==> src/rtl/unidade_controle_jogo.sv <==
// rtl/unidade_controle_jogo.sv - Moore control unit sequencing the sequence-memory game datapath
//
// Ports:
//   clock_i           system clock, rising edge
//   reset_i           asynchronous active-high reset, forces INICIAL
//   iniciar_i         start request (level), honoured in INICIAL and end states
//   jogada_i          one-cycle play pulse, honoured only in ESPERA
//   igual_i           play register matches memory word at current address
//   fim_endereco_i    address counter reached round counter
//   fim_rodada_i      round counter reached last round
//   zera_endereco_o   clear address counter
//   conta_endereco_o  increment address counter
//   zera_rodada_o     clear round counter
//   conta_rodada_o    increment round counter
//   zera_registro_o   clear play register
//   registra_o        load play register
//   pronto_o          game over (any outcome)
//   acertou_o         game won
//   errou_o           wrong play
//   timeout_o         play not made in time
//   db_estado_o       current state code
module unidade_controle_jogo #(
  parameter int TIMEOUT_CICLOS = 3000
) (
  input  logic       clock_i,
  input  logic       reset_i,
  input  logic       iniciar_i,
  input  logic       jogada_i,
  input  logic       igual_i,
  input  logic       fim_endereco_i,
  input  logic       fim_rodada_i,
  output logic       zera_endereco_o,
  output logic       conta_endereco_o,
  output logic       zera_rodada_o,
  output logic       conta_rodada_o,
  output logic       zera_registro_o,
  output logic       registra_o,
  output logic       pronto_o,
  output logic       acertou_o,
  output logic       errou_o,
  output logic       timeout_o,
  output logic [3:0] db_estado_o
);

  localparam logic [3:0] INICIAL     = 4'h0;
  localparam logic [3:0] PREPARA     = 4'h1;
  localparam logic [3:0] ESPERA      = 4'h2;
  localparam logic [3:0] REGISTRA    = 4'h4;
  localparam logic [3:0] COMPARA     = 4'h5;
  localparam logic [3:0] PROX_JOGADA = 4'h6;
  localparam logic [3:0] PROX_RODADA = 4'h7;
  localparam logic [3:0] FIM_ACERTO  = 4'hA;
  localparam logic [3:0] FIM_TIMEOUT = 4'hD;
  localparam logic [3:0] FIM_ERRO    = 4'hE;

  // Last timer value allowed in ESPERA; reaching it ends the wait.
  localparam logic [11:0] TIMER_FIM = 12'(TIMEOUT_CICLOS - 1);

  logic [3:0]  estado_q, estado_d;
  logic [11:0] timer_q, timer_d;

  always_comb begin
    estado_d = estado_q;
    case (estado_q)
      INICIAL:     if (iniciar_i) estado_d = PREPARA;
      PREPARA:     estado_d = ESPERA;
      ESPERA: begin
        // A play on the last allowed cycle still counts.
        if (jogada_i)                  estado_d = REGISTRA;
        else if (timer_q == TIMER_FIM) estado_d = FIM_TIMEOUT;
      end
      REGISTRA:    estado_d = COMPARA;
      COMPARA: begin
        if (!igual_i)             estado_d = FIM_ERRO;
        else if (!fim_endereco_i) estado_d = PROX_JOGADA;
        else if (!fim_rodada_i)   estado_d = PROX_RODADA;
        else                      estado_d = FIM_ACERTO;
      end
      PROX_JOGADA: estado_d = ESPERA;
      PROX_RODADA: estado_d = ESPERA;
      FIM_ACERTO, FIM_ERRO, FIM_TIMEOUT: if (iniciar_i) estado_d = PREPARA;
      default:     estado_d = INICIAL;
    endcase
  end

  // Counting only while staying in ESPERA keeps the timer at zero on every
  // entry, so each wait gets the full window regardless of how the last ended.
  always_comb begin
    timer_d = '0;
    if (estado_q == ESPERA && estado_d == ESPERA) timer_d = timer_q + 12'd1;
  end

  always_ff @(posedge clock_i or posedge reset_i) begin
    if (reset_i) begin
      estado_q <= INICIAL;
      timer_q  <= '0;
    end else begin
      estado_q <= estado_d;
      timer_q  <= timer_d;
    end
  end

  assign zera_endereco_o  = (estado_q == PREPARA) || (estado_q == PROX_RODADA);
  assign conta_endereco_o = (estado_q == PROX_JOGADA);
  assign zera_rodada_o    = (estado_q == PREPARA);
  assign conta_rodada_o   = (estado_q == PROX_RODADA);
  assign zera_registro_o  = (estado_q == PREPARA);
  assign registra_o       = (estado_q == REGISTRA);
  assign pronto_o         = (estado_q == FIM_ACERTO) || (estado_q == FIM_ERRO) ||
                            (estado_q == FIM_TIMEOUT);
  assign acertou_o        = (estado_q == FIM_ACERTO);
  assign errou_o          = (estado_q == FIM_ERRO);
  assign timeout_o        = (estado_q == FIM_TIMEOUT);
  assign db_estado_o      = estado_q;

endmodule
==> config.mk <==
export PLATFORM = sky130hd
export DESIGN_NAME = unidade_controle_jogo
export DESIGN_NICKNAME = d
export VERILOG_FILES = /design/src/rtl/unidade_controle_jogo.sv
export SDC_FILE = /design/constraint.sdc
export NUM_CORES = 1
export LEC_CHECK = 0
export ABC_AREA = 1
export CORE_MARGIN = 2
export CORE_UTILIZATION = 50
export CTS_CLUSTER_DIAMETER = 200
export DETAILED_ROUTE_END_ITERATION = 10
export PLACE_DENSITY = 0.89
export SLEW_MARGIN = 20
export SYNTH_ARGS = -nofsm -noshare
export SYNTH_HDL_FRONTEND = slang
export SYNTH_SLANG_ARGS = --single-unit
==> constraint.sdc <==
create_clock -name clock_i -period 1.5 [get_ports clock_i]
set_input_delay 0.3 -clock clock_i [delete_from_list [all_inputs] [get_ports clock_i]]
set_output_delay 0.3 -clock clock_i [all_outputs]
set_load 0.02 [all_outputs]
==> results <==
- The worst path setup slack after routing is -170 ps.
- The final layout contains 209 nets.
- The first global-routing pass estimated 4380 um of wire.
- Together, buffers and inverters on the worst path number 2.
- The share of layout cells above drive strength 1 is 32.0%.
- The post-layout total power is 2.01 mW.
- For the final database, setup skew stands at 3.03 ps.
- The family with the most delay on the worst path is flip-flops.
- Clock tree synthesis found a total of 16 sinks.
- The critical path is of the flop to primary output type.
- The initial utilization of the core area, before any placement, comes to 53.0%.
- The final weighted congestion of routability-driven global placement is 0.812.
- The min-delay analysis places its worst path in the category primary input to async pin.
- The cell at the root of the clock tree is sky130_fd_sc_hd__clkbuf_4.
- The number of antenna violations at the first check in global routing is 0.
- The mapped netlist covers 1040 um^2.
- The number of detailed-route iterations in the first pass is 5.
- For met2 alone, demand over resource in global routing was 44.4%.
- The detail-routed via count per cell is 5.14.
- Detailed placement finished with a half-perimeter wire length of 1880 um.
- Across the run, the number of max-cap violations was 0.
- STA classifies the critical path startpoint as a flop.
- The number of synthesized register bits is 16.
- In this run the tightest slew margin relative to its limit is 76.3%.
- The number of top-level design ports is 21.
- Buffers placed on the I/O ports in this run total 20.
- The post-layout utilization of the core is 78.6%.
- In this design, the stage delay of the slowest critical-path cell is 440 ps.
- After synthesis, the netlist uses 21 different library cells.
- The sum of overflow across all layers after global routing is 0.
- The multi-input combinational cells in the finished layout cover a total of 617 um^2.
- The sequential fraction of the synthesis area is 38.5%.
- The share of total power dissipated in sequential elements is 28.2%.
- The clock network burns 14.3% of the power.
- The signed area change from the synthesized netlist to the final layout is 48.3%.
- The yosys synthesis warning count is 0.
- The global routing met1 resource utilization is 24.5%.
- CTS built an H-tree with a depth of 1.
- The number of global-route vias before repair is 1048.
- The pin count of the biggest net entering global routing is 17.
- Combinational cells account for 57.6% of the total power.
- In this run, post-CTS hold repair placed 0 buffers.
- In this run the remaining antenna-violating nets after routing total 0.
- The number of antenna diodes in the final layout is 0.
- After technology mapping, the gate count stands at 158.
- After detailed routing, the average wire length per cell comes to 13.0 um.
- Global routing consumed, over all layers together, 22.8% of the routing resources.
- In the global route stage, met3 resource usage came out at 3.03%.
- The vertical die dimension is 49.6 um.
- The insertion delay to the later sink of the worst-skew pair is 290 ps.
- Sorting the synthesized cells by area gives the leading types as sky130_fd_sc_hd__dfrtp_1 (39%), sky130_fd_sc_hd__nand2_1 (17%), sky130_fd_sc_hd__nor2_1 (11%), sky130_fd_sc_hd__inv_1 (8.3%), sky130_fd_sc_hd__nand3_1 (8.2%).
- The floorplan step set the die width to 49.6 um.
- The area of the core is 1960 um^2.
- The count of final max-slew check failures is 0.
- In this run the most used layer during global routing was met2.
- The clock passes through at most 2 buffers.
- The design internal power is 1.18 mW.
- Setup violations remaining at the end of the flow were counted as 9.
- Setup repair after global routing could not meet its margin everywhere.
- After clock tree synthesis, the clock-pin slew on the worst setup and hold paths is 90 ps.
- The critical path goes through buf_4 -> nor3_4 -> or2_4 -> buf_6.
- The net count of the mapped netlist is 166.
- In this run the power spent charging and discharging nets is 0.832 mW.
- The setup TNS is -850 ps.
- The area taken by flip-flops and latches is 404 um^2.
- The worst ir drop on vdd is 0.000906 V.
- Summed over all instances, the cell type with the most area after synthesis is sky130_fd_sc_hd__dfrtp_1.
- In this run switching power makes up 41.4% of total power.
- The power per cell area is 1300 nW/um^2.
- Timing would allow up to 599 MHz.
- The die covers 2460 um^2.
- The largest individual stage delay along the critical path comes from the cell sky130_fd_sc_hd__dfrtp_1.
- The number of design rule violations left after detail routing is 0.
- The standard-cell row count is 16.
- The kind of end point of the critical path is a primary output.
- The checks that failed: negative setup slack.
- The mean cell area of the mapped netlist is 6.58 um^2.
- The final worst-path cycle share is 111%.
- Counting the fill cells in the layout gives 131.
- The required time at the endpoint of the critical path is 1200 ps.
- The number of endpoints with negative hold slack in the final report is 0.
- The flow ran to the end, but the final reports show violations.
- In this run, the number of DRC markers left after iteration 0 of detailed routing was 41.
- The top cell type by area accounts for 38.5% of the synthesized area.
- Along the worst path, the maximum fanout reaches 4.
- The detailed router placed 1166 vias in this run.
- The arrival time at the worst endpoint is 1370 ps.
- TritonCTS built the clock tree.
- At the pin with the least slew margin, the transition time is 355 ps.
- The detailed-route wire length is 2960 um.
- In this run, CTS created clock tree buffers numbering 3.
- For this design the static power due to leakage is 0.763 nW.
- The time the worst path needs with I/O delays and setup is 1670 ps.
-- worst reg2reg max path: stages (launching register included) --
cell	delay (ps)
sky130_fd_sc_hd__dfrtp_2	480
sky130_fd_sc_hd__buf_4	190
sky130_fd_sc_hd__nor2_2	100
sky130_fd_sc_hd__nand3_1	110
sky130_fd_sc_hd__nor2_2	190
sky130_fd_sc_hd__nand2_4	140
sky130_fd_sc_hd__nor2_1	140
-- cells in the final DEF (no fill, tap or decap), drive strengths merged --
cell,count
nand2,48
nor2,34
buf,31
inv,22
nand3,18
dfrtp,16
clkdlybuf4s50,6
clkbuf,6
nand4,5
nor3,2
xnor2,2
clkdlybuf4s15,2
clkinv,1
nand3b,1
a22oi,1
a21oi,1
o21ai,1
xor2,1
or2,1
ha,1
-- through the flow --
step / setup slack [ps] / hold slack (ps) / area, um^2 / std cells
2_1_floorplan: -4.47 / 214 / 1080 / 158
3_3_place_gp: -252 / 476 / 1370 / 213
3_5_place_dp: -313 / 481 / 1370 / 213
4_1_cts: -207 / 325 / 1460 / 222
5_1_grt: -233 / 342 / 1540 / 227
6_report: -170 / 319 / 1540 / 227
-- registers in the layout, indices dropped and copies added, names as in the netlist --
register     flops
db_estado_o      4
timer_q         12
-- per-layer routing --
layer / wire length, um / vias up
met5: 0 / -
met3: 145 / 9
met2: 1650 / 45
met1: 1110 / 540
li1: - / 572
met4: 56 / 0
-- power groups by stage --
stage | sequential [mW] | combinational (mW) | clock (mW)
2_1_floorplan | 0.604 | 0.503 | 0
3_3_place_gp | 0.548 | 0.878 | 0
3_5_place_dp | 0.551 | 0.896 | 0
4_1_cts | 0.552 | 0.994 | 0.290
5_1_grt | 0.570 | 1.23 | 0.310
6_report | 0.565 | 1.16 | 0.287
-- worst paths after layout --
path                                         to  cells past startpoint  slack (ps)            from
worst max register to register      timer_q[11]                      6          90  db_estado_o[2]
worst min-delay path             db_estado_o[3]                      3         320         reset_i
max in group asynchronous        db_estado_o[2]                      3         980         reset_i
min in group clock_i                 timer_q[0]                      1         490      timer_q[0]
worst max-delay path            zera_endereco_o                      4        -170  db_estado_o[3]
worst min register to register       timer_q[0]                      1         490      timer_q[0]
-- timing repair --
action,in CTS,in global routing
pin swaps,1,4
gates resized for setup,63,26
hold endpoints to repair,0,0
cloned,0,0
endpoints found under the setup margin,14,26
buffers inserted,5,6
-- final cells by class --
type,count,share of cell area [%]
Clock buffer,4,2.35
Tap cell,27,2.19
Timing Repair Buffer,41,23.0
Multi-Input combinational cell,116,40.0
Sequential cell,16,26.2
Inverter,23,6.25
-- cell usage after synthesis --
library cell and number:
sky130_fd_sc_hd__xnor2_1 2, sky130_fd_sc_hd__o21ai_0 1, sky130_fd_sc_hd__dfrtp_1 16, sky130_fd_sc_hd__inv_1 23, sky130_fd_sc_hd__buf_4 1, sky130_fd_sc_hd__nand2_1 46
sky130_fd_sc_hd__nor2_1 30, sky130_fd_sc_hd__nand2_2 2, sky130_fd_sc_hd__nand3_1 17, sky130_fd_sc_hd__a22oi_1 1, sky130_fd_sc_hd__nor3_1 2, sky130_fd_sc_hd__nor2_2 4
sky130_fd_sc_hd__ha_1 1, sky130_fd_sc_hd__nand3_2 1, sky130_fd_sc_hd__buf_2 1, sky130_fd_sc_hd__xor2_1 1, sky130_fd_sc_hd__a21oi_1 1, sky130_fd_sc_hd__buf_6 1
sky130_fd_sc_hd__nand3b_1 1, sky130_fd_sc_hd__or2_2 1, sky130_fd_sc_hd__nand4_1 5
-- cells by family (layout without fill, tap and decap cells) --
kind of cell             Yosys count  count (layout)  share of synthesized area [%]
flip-flops                        16              16                           38.5
XOR/XNOR                           3               3                           2.53
AO/OA/AOI/OAI                      3               3                           1.68
buffers and inverters             26              68                           10.6
AND/OR/NAND/NOR                  109             109                           45.5
adder cells (fa/ha/maj)            1               1                           1.20
No activity file was read; power rests on OpenSTA's default activity.
